$ cat src/rtl/glitch_pkg.sv
// rtl/glitch_pkg.sv - shared types and default widths for the glitch pulse generator
package glitch_pkg;

    localparam int CNT_W_DEF = 16;
    localparam int RPT_W_DEF = 8;

    typedef enum logic [2:0] {
        ST_IDLE  = 3'd0,
        ST_ARMED = 3'd1,
        ST_DELAY = 3'd2,
        ST_PULSE = 3'd3,
        ST_GAP   = 3'd4
    } state_e;

endpackage

$ cat src/rtl/glitch_pulse_gen_if.sv
// rtl/glitch_pulse_gen_if.sv - configuration, control and status bundle of the glitch pulse generator
//   master: drives cfg_*, arm, trigger, abort; observes glitch_out, busy, done, pulse_cnt
//   slave : the generator itself
interface glitch_pulse_gen_if #(
    parameter int CNT_W = glitch_pkg::CNT_W_DEF,
    parameter int RPT_W = glitch_pkg::RPT_W_DEF
);
    logic [CNT_W-1:0] cfg_delay;
    logic [CNT_W-1:0] cfg_width;
    logic [CNT_W-1:0] cfg_gap;
    logic [RPT_W-1:0] cfg_repeat;
    logic             cfg_cont;
    logic             arm;
    logic             trigger;
    logic             abort;
    logic             glitch_out;
    logic             busy;
    logic             done;
    logic [RPT_W-1:0] pulse_cnt;

    modport master (
        output cfg_delay, cfg_width, cfg_gap, cfg_repeat, cfg_cont,
        output arm, trigger, abort,
        input  glitch_out, busy, done, pulse_cnt
    );

    modport slave (
        input  cfg_delay, cfg_width, cfg_gap, cfg_repeat, cfg_cont,
        input  arm, trigger, abort,
        output glitch_out, busy, done, pulse_cnt
    );
endinterface

$ cat src/rtl/glitch_down_counter.sv
// rtl/glitch_down_counter.sv - loadable down-counter timing the DELAY, PULSE and GAP phases
//   clk_in1, rst : clock and synchronous active-high reset
//   load         : load load_val (wins over en)
//   en           : decrement by one, holding at zero
//   zero         : counter value is zero (current phase is in its last cycle)
module glitch_down_counter #(
    parameter int CNT_W = glitch_pkg::CNT_W_DEF
) (
    input  logic             clk_in1,
    input  logic             rst,
    input  logic             load,
    input  logic             en,
    input  logic [CNT_W-1:0] load_val,
    output logic             zero
);
    localparam logic [CNT_W-1:0] CNT_ONE = CNT_W'(1);

    logic [CNT_W-1:0] cnt_q;
    logic [CNT_W-1:0] cnt_d;

    always_comb begin
        cnt_d = cnt_q;
        if (load) begin
            cnt_d = load_val;
        end else if (en && (cnt_q != '0)) begin
            cnt_d = cnt_q - CNT_ONE;
        end
    end

    always_ff @(posedge clk_in1) begin
        if (rst) begin
            cnt_q <= '0;
        end else begin
            cnt_q <= cnt_d;
        end
    end

    assign zero = (cnt_q == '0);
endmodule

$ cat src/rtl/glitch_pulse_gen.sv
// rtl/glitch_pulse_gen.sv - armed, triggered glitch pulse generator with burst and continuous modes
//   clk_in1 : sole clock
//   rst     : synchronous active-high reset
//   bus     : slave side of glitch_pulse_gen_if (cfg_*, arm, trigger, abort in;
//             glitch_out, busy, done, pulse_cnt out, all registered)
module glitch_pulse_gen
    import glitch_pkg::*;
#(
    parameter int CNT_W = CNT_W_DEF,
    parameter int RPT_W = RPT_W_DEF
) (
    input  logic             clk_in1,
    input  logic             rst,
    glitch_pulse_gen_if.slave bus
);
    localparam logic [CNT_W-1:0] CNT_ONE = CNT_W'(1);
    localparam logic [RPT_W-1:0] RPT_ONE = RPT_W'(1);

    state_e state_q, state_d;

    logic [CNT_W-1:0] dly_q, dly_d;
    logic [CNT_W-1:0] wid_q, wid_d;
    logic [CNT_W-1:0] gap_q, gap_d;
    logic [RPT_W-1:0] rpt_q, rpt_d;
    logic             cont_q, cont_d;
    logic             trig_q, trig_d;
    logic             glitch_q, glitch_d;
    logic             busy_q, busy_d;
    logic             done_q, done_d;
    logic [RPT_W-1:0] pcnt_q, pcnt_d;

    logic             cnt_load;
    logic             cnt_en;
    logic [CNT_W-1:0] cnt_val;
    logic             cnt_zero;
    logic             take_cfg;
    logic [RPT_W-1:0] rpt_eff;
    logic             burst_last;

    // Counters are loaded with (length - 1) so the zero flag marks the last
    // cycle of a phase; zero-length width/gap collapse to one cycle.
    logic [CNT_W-1:0] dly_load, wid_load, gap_load;
    assign dly_load = dly_q - CNT_ONE;
    assign wid_load = (wid_q == '0) ? '0 : (wid_q - CNT_ONE);
    assign gap_load = (gap_q == '0) ? '0 : (gap_q - CNT_ONE);

    assign rpt_eff    = (rpt_q == '0) ? RPT_ONE : rpt_q;
    assign burst_last = !cont_q && (pcnt_q == rpt_eff);

    glitch_down_counter #(.CNT_W(CNT_W)) u_timer (
        .clk_in1  (clk_in1),
        .rst      (rst),
        .load     (cnt_load),
        .en       (cnt_en),
        .load_val (cnt_val),
        .zero     (cnt_zero)
    );

    always_ff @(posedge clk_in1) begin
        if (rst) begin
            state_q <= ST_IDLE;
        end else begin
            state_q <= state_d;
        end
    end

    always_comb begin
        state_d = state_q;
        case (state_q)
            ST_IDLE:  if (bus.arm) state_d = ST_ARMED;
            ST_ARMED: if (trig_q) state_d = (dly_q == '0) ? ST_PULSE : ST_DELAY;
            ST_DELAY: if (cnt_zero) state_d = ST_PULSE;
            ST_PULSE: if (cnt_zero) state_d = burst_last ? ST_IDLE : ST_GAP;
            ST_GAP:   if (cnt_zero) state_d = ST_PULSE;
            default:  state_d = ST_IDLE;
        endcase
        // Abort overrides every other transition, including arm from IDLE.
        if (bus.abort) begin
            state_d = ST_IDLE;
        end
    end

    always_comb begin
        take_cfg = (state_q == ST_IDLE) && (state_d == ST_ARMED);
        dly_d    = take_cfg ? bus.cfg_delay  : dly_q;
        wid_d    = take_cfg ? bus.cfg_width  : wid_q;
        gap_d    = take_cfg ? bus.cfg_gap    : gap_q;
        rpt_d    = take_cfg ? bus.cfg_repeat : rpt_q;
        cont_d   = take_cfg ? bus.cfg_cont   : cont_q;

        // Trigger is only captured while armed, so a level left high from
        // IDLE or an earlier burst needs a fresh arm before it counts.
        trig_d   = bus.trigger && (state_q == ST_ARMED) && !bus.abort;

        cnt_load = (state_d != state_q);
        cnt_en   = (state_q == ST_DELAY) || (state_q == ST_PULSE) || (state_q == ST_GAP);
        case (state_d)
            ST_DELAY: cnt_val = dly_load;
            ST_PULSE: cnt_val = wid_load;
            ST_GAP:   cnt_val = gap_load;
            default:  cnt_val = '0;
        endcase

        pcnt_d = pcnt_q;
        if (take_cfg) begin
            pcnt_d = '0;
        end else if ((state_d == ST_PULSE) && (state_q != ST_PULSE)) begin
            pcnt_d = pcnt_q + RPT_ONE;
        end

        glitch_d = (state_d == ST_PULSE);
        busy_d   = (state_d != ST_IDLE);
        done_d   = (state_q == ST_PULSE) && (state_d == ST_IDLE) && !bus.abort;
    end

    always_ff @(posedge clk_in1) begin
        if (rst) begin
            dly_q    <= '0;
            wid_q    <= '0;
            gap_q    <= '0;
            rpt_q    <= '0;
            cont_q   <= 1'b0;
            trig_q   <= 1'b0;
            glitch_q <= 1'b0;
            busy_q   <= 1'b0;
            done_q   <= 1'b0;
            pcnt_q   <= '0;
        end else begin
            dly_q    <= dly_d;
            wid_q    <= wid_d;
            gap_q    <= gap_d;
            rpt_q    <= rpt_d;
            cont_q   <= cont_d;
            trig_q   <= trig_d;
            glitch_q <= glitch_d;
            busy_q   <= busy_d;
            done_q   <= done_d;
            pcnt_q   <= pcnt_d;
        end
    end

    assign bus.glitch_out = glitch_q;
    assign bus.busy       = busy_q;
    assign bus.done       = done_q;
    assign bus.pulse_cnt  = pcnt_q;
endmodule
$ cat src/flat_wrapper.sv
// flat-port wrapper written by rule: the top's interface ports become plain ports
module glitch_pulse_gen_flat import glitch_pkg::*;
#(
    parameter int CNT_W = CNT_W_DEF,
    parameter int RPT_W = RPT_W_DEF
)
  (clk_in1, rst, bus_cfg_delay, bus_cfg_width, bus_cfg_gap, bus_cfg_repeat, bus_cfg_cont, bus_arm, bus_trigger, bus_abort, bus_glitch_out, bus_busy, bus_done, bus_pulse_cnt);
  glitch_pulse_gen_if #(.CNT_W(CNT_W), .RPT_W(RPT_W)) bus_i ();
  input  logic clk_in1;
  input  logic rst;
  input wire logic [$bits(bus_i.cfg_delay)-1:0] bus_cfg_delay;
  input wire logic [$bits(bus_i.cfg_width)-1:0] bus_cfg_width;
  input wire logic [$bits(bus_i.cfg_gap)-1:0] bus_cfg_gap;
  input wire logic [$bits(bus_i.cfg_repeat)-1:0] bus_cfg_repeat;
  input wire logic [$bits(bus_i.cfg_cont)-1:0] bus_cfg_cont;
  input wire logic [$bits(bus_i.arm)-1:0] bus_arm;
  input wire logic [$bits(bus_i.trigger)-1:0] bus_trigger;
  input wire logic [$bits(bus_i.abort)-1:0] bus_abort;
  output wire logic [$bits(bus_i.glitch_out)-1:0] bus_glitch_out;
  output wire logic [$bits(bus_i.busy)-1:0] bus_busy;
  output wire logic [$bits(bus_i.done)-1:0] bus_done;
  output wire logic [$bits(bus_i.pulse_cnt)-1:0] bus_pulse_cnt;
  assign bus_i.cfg_delay = bus_cfg_delay;
  assign bus_i.cfg_width = bus_cfg_width;
  assign bus_i.cfg_gap = bus_cfg_gap;
  assign bus_i.cfg_repeat = bus_cfg_repeat;
  assign bus_i.cfg_cont = bus_cfg_cont;
  assign bus_i.arm = bus_arm;
  assign bus_i.trigger = bus_trigger;
  assign bus_i.abort = bus_abort;
  assign bus_glitch_out = bus_i.glitch_out;
  assign bus_busy = bus_i.busy;
  assign bus_done = bus_i.done;
  assign bus_pulse_cnt = bus_i.pulse_cnt;
  glitch_pulse_gen #(.CNT_W(CNT_W), .RPT_W(RPT_W)) u_core (.clk_in1(clk_in1), .rst(rst), .bus(bus_i));
endmodule
$ cat config.mk
export PLATFORM = sky130hd
export DESIGN_NAME = glitch_pulse_gen_flat
export DESIGN_NICKNAME = d
export VERILOG_FILES = /design/src/rtl/glitch_pkg.sv /design/src/rtl/glitch_pulse_gen_if.sv /design/src/rtl/glitch_down_counter.sv /design/src/rtl/glitch_pulse_gen.sv /design/src/flat_wrapper.sv
export SDC_FILE = /design/constraint.sdc
export NUM_CORES = 1
export LEC_CHECK = 0
export ABC_AREA = 1
export BUFFER_PORTS_ARGS = -buffer_cell sky130_fd_sc_hd__buf_2
export CAP_MARGIN = 20
export CELL_PAD_IN_SITES_DETAIL_PLACEMENT = 1
export CELL_PAD_IN_SITES_GLOBAL_PLACEMENT = 1
export CORE_MARGIN = 5
export CORE_UTILIZATION = 40
export DETAILED_ROUTE_END_ITERATION = 6
export PLACE_DENSITY = 0.86
export REMOVE_ABC_BUFFERS = 1
export SLEW_MARGIN = 40
export SYNTH_ARGS = -nofsm -noshare
export SYNTH_HDL_FRONTEND = slang
export SYNTH_SLANG_ARGS = --single-unit
export TNS_END_PERCENT = 5
$ cat constraint.sdc
create_clock -name clk_in1 -period 2.85 [get_ports clk_in1]
set_input_delay 0.1425 -clock clk_in1 [delete_from_list [all_inputs] [get_ports clk_in1]]
set_output_delay 0.1425 -clock clk_in1 [all_outputs]
set_load 0.05 [all_outputs]
Word level (Yosys, flattened, before mapping)
Cells that the tools add are included.
{"block": "totals", "ff_bits": 88, "in_bits": 62, "output_inout_bits": 11, "word_cells": 66}
{"block": "classes", "add_sub_neg": 5, "eq_ne": 11, "n_mux": 14, "n_reduce_logical": 24}
{"operator": "$logic_not A16 Y1", "n": 4}
{"operator": "$mux W16", "n": 4}
{"operator": "$sub A16 B1 Y16 const B", "n": 4}
{"operator": "$pmux W16 S3", "n": 1}
{"operator": "$mux W3", "n": 6}
{"operator": "$reduce_bool A16 Y1", "n": 1}
{"operator": "$eq A3 B2 Y1 const B", "n": 4}
{"operator": "$pmux W3 S4", "n": 1}
{"operator": "$add A8 B1 Y8 const B", "n": 1}
{"operator": "$eq A8 B8 Y1", "n": 1}
{"operator": "$logic_and A1 B1 Y1", "n": 8}
{"operator": "$logic_not A8 Y1", "n": 1}
{"operator": "$mux W8", "n": 1}
{"operator": "$eq A3 B1 Y1 const B", "n": 2}
{"operator": "$eq A3 B3 Y1 const B", "n": 2}
{"operator": "$logic_not A3 Y1", "n": 2}
{"operator": "$reduce_or A2 Y1", "n": 2}
{"operator": "$ne A3 B2 Y1 const B", "n": 1}
{"operator": "$ne A3 B3 Y1", "n": 1}
{"operator": "$reduce_bool A3 Y1", "n": 1}
{"operator": "$logic_not A1 Y1", "n": 2}
{"operator": "$logic_or A1 B1 Y1", "n": 2}
{"operator": "$reduce_bool A2 Y1", "n": 1}
{"operator": "$mux W1", "n": 1}

Depth between registers and ports, before layout
{"block": "depth", "depth_word": 11, "depth_mapped": 19, "mapped_depth_nobuf": 18}

Modules after synthesis
Synthesis repeated with hierarchy kept, for this count alone.
{"block": "unflattened", "cells_unflattened": 1014, "area_unflattened_um2": 5906.9}
{"mod": "glitch_pulse_gen", "instances": 1, "cells_each": 802, "area_each_um2": 4712.0, "seq_area_each_um2": 1441.4}
{"mod": "glitch_down_counter", "instances": 1, "cells_each": 212, "area_each_um2": 1194.9, "seq_area_each_um2": 320.3}

Worst setup path before layout
OpenSTA, ideal clock, no wires.
{"block": "synth_timing", "path_kind": "register to register", "start": "register u_core.pcnt_q[2] (netlist: u_core.bus.pulse_cnt[2])", "end": "register u_core.u_timer.cnt_q[13]", "setup_time_ps": 64, "arrival_ps": 2117, "required_time_ps": 2786, "setup_slack_ps": 669, "stages_incl_launch_ff": 18, "path_buffers": 1, "period_less_slack_ps": 2181, "path_cell_list": "dfxtp_1 > inv_1 > nand2_1 > nand2_1 > nor2_1 > nand2_1 > nor2_1 > nand3_1 > nand2_1 > nand2_2 > nand2_2 > nand2_1 > nand2_2 > buf_2 > nand3_1 > nand2_1 > nor2_1 > nor2_1"}
{"block": "synth_via", "elab_chain_len": 9, "elab_cells_between_ends": 13, "cone_classes": "5 x eq/ne; 6 x mux; 2 x reduce/logical"}
{"item": "start, declared", "line": "glitch_pulse_gen.sv:30", "rtl": "logic [RPT_W-1:0] pcnt_q, pcnt_d;"}
{"item": "start signal, assigned", "line": "glitch_pulse_gen.sv:138", "rtl": "pcnt_q <= pcnt_d;"}
{"item": "$eq A8 B8 Y1 (*)", "line": "glitch_pulse_gen.sv:48", "rtl": "assign burst_last = !cont_q && (pcnt_q == rpt_eff);"}
{"item": "$logic_and A1 B1 Y1 (*)", "line": "glitch_pulse_gen.sv:48"}
{"item": "$mux W3 (*) (2 in a row)", "line": "glitch_pulse_gen.sv:73", "rtl": "ST_PULSE: if (cnt_zero) state_d = burst_last ? ST_IDLE : ST_GAP;"}
{"item": "$pmux W3 S4 (*)", "line": "glitch_pulse_gen.sv:69", "rtl": "case (state_q)"}
{"item": "$mux W3 (*)", "line": "glitch_pulse_gen.sv:78", "rtl": "if (bus.abort) begin"}
{"item": "$eq A3 B3 Y1 / $eq A3 B2 Y1 (equally long branches)", "line": "glitch_pulse_gen.sv:97", "rtl": "case (state_d)"}
{"item": "$pmux W16 S3", "line": "glitch_pulse_gen.sv:97"}
{"item": "$mux W16", "line": "glitch_down_counter.sv:23", "rtl": "if (load) begin"}
{"item": "end signal, assigned", "line": "glitch_down_counter.sv:34", "rtl": "cnt_q <= cnt_d;"}
{"item": "end, declared", "line": "glitch_down_counter.sv:18", "rtl": "logic [CNT_W-1:0] cnt_q;"}
Every way passes the cells marked *; elsewhere a longest branch is shown, timed or not.
A chain may end at the register's enable or synchronous reset.

Final worst setup path
{"block": "layout_timing", "start": "register u_core.dly_q[0]", "end": "register u_core.pcnt_q[6] (netlist: u_core.bus.pulse_cnt[6])"}
{"block": "layout_via", "elab_chain_len": 8, "elab_cells_between_ends": 10, "cone_classes": "2 x eq/ne; 4 x mux; 4 x reduce/logical"}
{"item": "start, declared", "line": "glitch_pulse_gen.sv:21", "rtl": "logic [CNT_W-1:0] dly_q, dly_d;"}
{"item": "start signal, assigned", "line": "glitch_pulse_gen.sv:129", "rtl": "dly_q <= dly_d;"}
{"item": "$logic_not A16 Y1 (*)", "line": "glitch_pulse_gen.sv:71", "rtl": "ST_ARMED: if (trig_q) state_d = (dly_q == '0) ? ST_PULSE : ST_DELAY;"}
{"item": "$mux W1 (*)", "line": "glitch_pulse_gen.sv:71"}
{"item": "$mux W3 (*)", "line": "glitch_pulse_gen.sv:71"}
{"item": "$pmux W3 S4 (*)", "line": "glitch_pulse_gen.sv:69"}
{"item": "$mux W3 (*)", "line": "glitch_pulse_gen.sv:78"}
{"item": "$eq A3 B1 Y1", "line": "glitch_pulse_gen.sv:84", "rtl": "take_cfg = (state_q == ST_IDLE) && (state_d == ST_ARMED);"}
{"item": "$logic_and A1 B1 Y1", "line": "glitch_pulse_gen.sv:84"}
{"item": "$reduce_or A2 Y1 (no source line)"}
Marks and branches as above.

==> flow_summary.json <==
{
  "status": "completed",
  "fp.dieW_microns": 129,
  "peakVddDrop_v": 0.000270,
  "synth_seq_cells": 88,
  "antenna_left": 0,
  "fmax_ghz": 0.393,
  "cp_max_fo": 17,
  "hold_path_class": "in -> reg",
  "global_route.usage.met2_pct": 36.3,
  "cp.arrival_ps": 2780,
  "finalCritPeriodShare_pct": 89.3,
  "cts_buffers": 9,
  "rows": 43,
  "slew_violations": 0,
  "hold_viol": 0,
  "hold_slack_ps": 38.4,
  "cp_cell_sequence": "inv_1 > ha_1 > nand2_1 > nor2_1 > nand2_1 > nand2_1 > a21oi_1 > nand2_4 > nand3_2 > nor2_4 > inv_1 > o21ai_0 > a21oi_1",
  "drive_above_1_share_pct": 16.1,
  "grt_pass1_vias": 5927,
  "antenna_found_initial": 0,
  "htreeDepth": 3,
  "critPathLaunchType": "flop",
  "insertion_delay_ps": 360,
  "synth_top_area_share_pct": 30.9,
  "yosysWarnings": 0,
  "root_buffer": "clkbuf_16",
  "die_area_sq_mm": 0.0168,
  "post-route-drc-count": 0,
  "period_minus_slack_ps": 2550,
  "nNetsFinal": 1025,
  "tightest_slew_ps": 696,
  "gr-total-overflow": 0,
  "grt_max_degree": 35,
  "synthesis.instances": 889,
  "criticalPathCategory": "reg -> reg",
  "yosysTopAreaCell": "dfxtp_1",
  "ios": 73,
  "synthTopCellsByArea": "dfxtp_1 (31%), nand2_1 (10%), nor2_1 (10%)",
  "critPathRequiredTime_ps": 3090,
  "syn_to_final_growth_pct": 14.1,
  "setup_viol": 0,
  "dp_slack_ps": 313,
  "clk_path_buf_depth": 2,
  "vias_per_cell": 5.09,
  "slew_headroom_pct": 53.2,
  "critPathBufInv": 2,
  "maxCapViolCount": 0,
  "postCtsSetupBuffers": 0,
  "syn_avg_cell_area_sq_um": 6.42,
  "cpMostUsedCell": "nand2_1",
  "grtUsageMet3_pct": 3.13,
  "cellPowerDensity_mw_per_mm2": 562,
  "die_height_microns": 129,
  "cts_tree": "done",
  "clkSinkCount": 88,
  "setup_slack_ps": 305,
  "grt_pass1_wl_mm": 28.6,
  "synthArstFlopShare_pct": 0,
  "power_leakage_uw": 0.00303,
  "cpPeakStageDelay_ps": 320,
  "port_buffers": 72,
  "skew_ps": 11.0,
  "wl_per_cell_microns": 15.1,
  "floorplan.initialDensity_pct": 41.0,
  "rsz0062_at_grt": "false",
  "synth.distinct_cells": 34,
  "cp_slowest_cell": "dfxtp_1",
  "use_met1_pct": 27.3,
  "clkTransAtPathRegs_ps": 70,
  "grt_usage_pct": 21.2,
  "crit_family": "simple AND/OR/NAND/NOR gates",
  "nFillCells": 1906,
  "globalplace.congestion": 0.882,
  "hpwl_mm": 12.9,
  "coreArea_sq_mm": 0.0139,
  "drt-total-wl_mm": 17.2,
  "synth_seq_area_share_pct": 30.9,
  "synth.cell_area_sq_mm": 0.00571,
  "endpoint_kind": "flop",
  "drtPass1Iterations": 4,
  "drtIter0Drc": 290,
  "synth_edf_count": 0,
  "num_vias": 5813,
  "grt.busiest_layer": "met2",
  "synth_ff_type": "dfxtp_1",
  "antenna-diode-count": 0
}
## synthesized netlist by cell type, types with 5 or more instances
cell type / instances
o21ai_0: 71
dfxtp_1: 88
nor3_1: 13
clkbuf_1: 15
buf_8: 6
nand2_1: 159
nor2_1: 155
buf_2: 5
inv_1: 103
nand4_1: 11
ha_1: 7
or2_2: 8
xor2_1: 47
nor2_2: 14
nand2_2: 11
nand3_1: 71
a21oi_1: 68
## layer usage
layer  share of wire [%]  vias up
met1                  46     2721
met3                 4.2       22
li1                    -     2953
met2                  48      117
met4                 2.1        0
met5                   0        -
## worst min-delay path, stage by stage
cell and delay [ps]:
buf_2 110, nand3_1 70, nor2_1 30
## area by class of cell
cell class              count  area (sq um)  share of cell area [%]
well taps                 180           225                    3.46
inverters                 107           402                    6.16
multi-input cells         661          3310                    50.8
clock buffers              11           243                    3.73
repair buffers             89           515                    7.91
clock inverters             5          56.3                   0.864
flip-flops and latches     88          1760                    27.0
## sequential cells by signal, indices dropped and copies added, names as in the netlist
name,cells
u_core.bus.busy,1
u_core.dly_q,16
u_core.state_q,3
u_core.trig_q,1
u_core.rpt_q,8
u_core.bus.glitch_out,1
u_core.cont_q,1
u_core.bus.pulse_cnt,8
u_core.u_timer.cnt_q,16
u_core.gap_q,16
u_core.wid_q,16
u_core.bus.done,1
## final timing paths
check,from,to,slack (ps),depth (start not counted)
min reg2reg,u_core.cont_q$_SDFFE_PP0P_,u_core.cont_q$_SDFFE_PP0P_,460,2
max,u_core.dly_q[0]$_SDFFE_PP0P_,u_core.bus.pulse_cnt[6]$_SDFFE_PP0P_,300,13
min,bus_trigger,u_core.trig_q$_SDFF_PP0_,40,3
max reg2reg,u_core.dly_q[0]$_SDFFE_PP0P_,u_core.bus.pulse_cnt[6]$_SDFFE_PP0P_,300,13
## cells by family after synthesis
group	synth area share, %
and+or+nand+nor	35.8
AOI/OAI and AO/OA	13.1
buffers and inverters	11.2
DFF	30.9
xor gates and xnor gates	7.52
adders and majority gates	1.53
## layout by cell type (no fill, tap or decap), types with 11 or more instances in the layout
cell     synthesis  layout
nand3_1         71      71
o21ai_0         71      71
inv_1          103     102
nor2_1         155     155
buf_2            5      72
buf_4            2      14
nand2_2         11      11
dfxtp_1         88      88
xor2_1          47      47
nor3_1          13      13
nor2_2          14      14
nand2_1        159     159
a21oi_1         68      68
nand4_1         11      11
## stage by stage
stage	total power, uW	cells	area, sq um	TNS [ps]	util [%]
floorplan	2150	856	5470	-34380	-
global placement	2410	1124	6210	0	44.5
detailed placement	2440	1124	6210	0	44.5
CTS	3680	1141	6520	0	46.8
global route	3880	1141	6520	0	46.8
finish	3660	1141	6520	0	46.8
## timing repair
action                    4_1_cts  5_1_grt
hold buffers                    1        0
hold endpoints to repair        1        0
resized for setup               0        0
## report_power, final
group	internal, uW	switching [uW]	leakage [uW]	total, uW
combinational	381	641	0.00216	1020
clock	703	526	0.000145	1230
sequential	1320	85.4	0.000723	1410
total	2410	1250	0.00303	3660
Power figures use the tool's default switching activity.
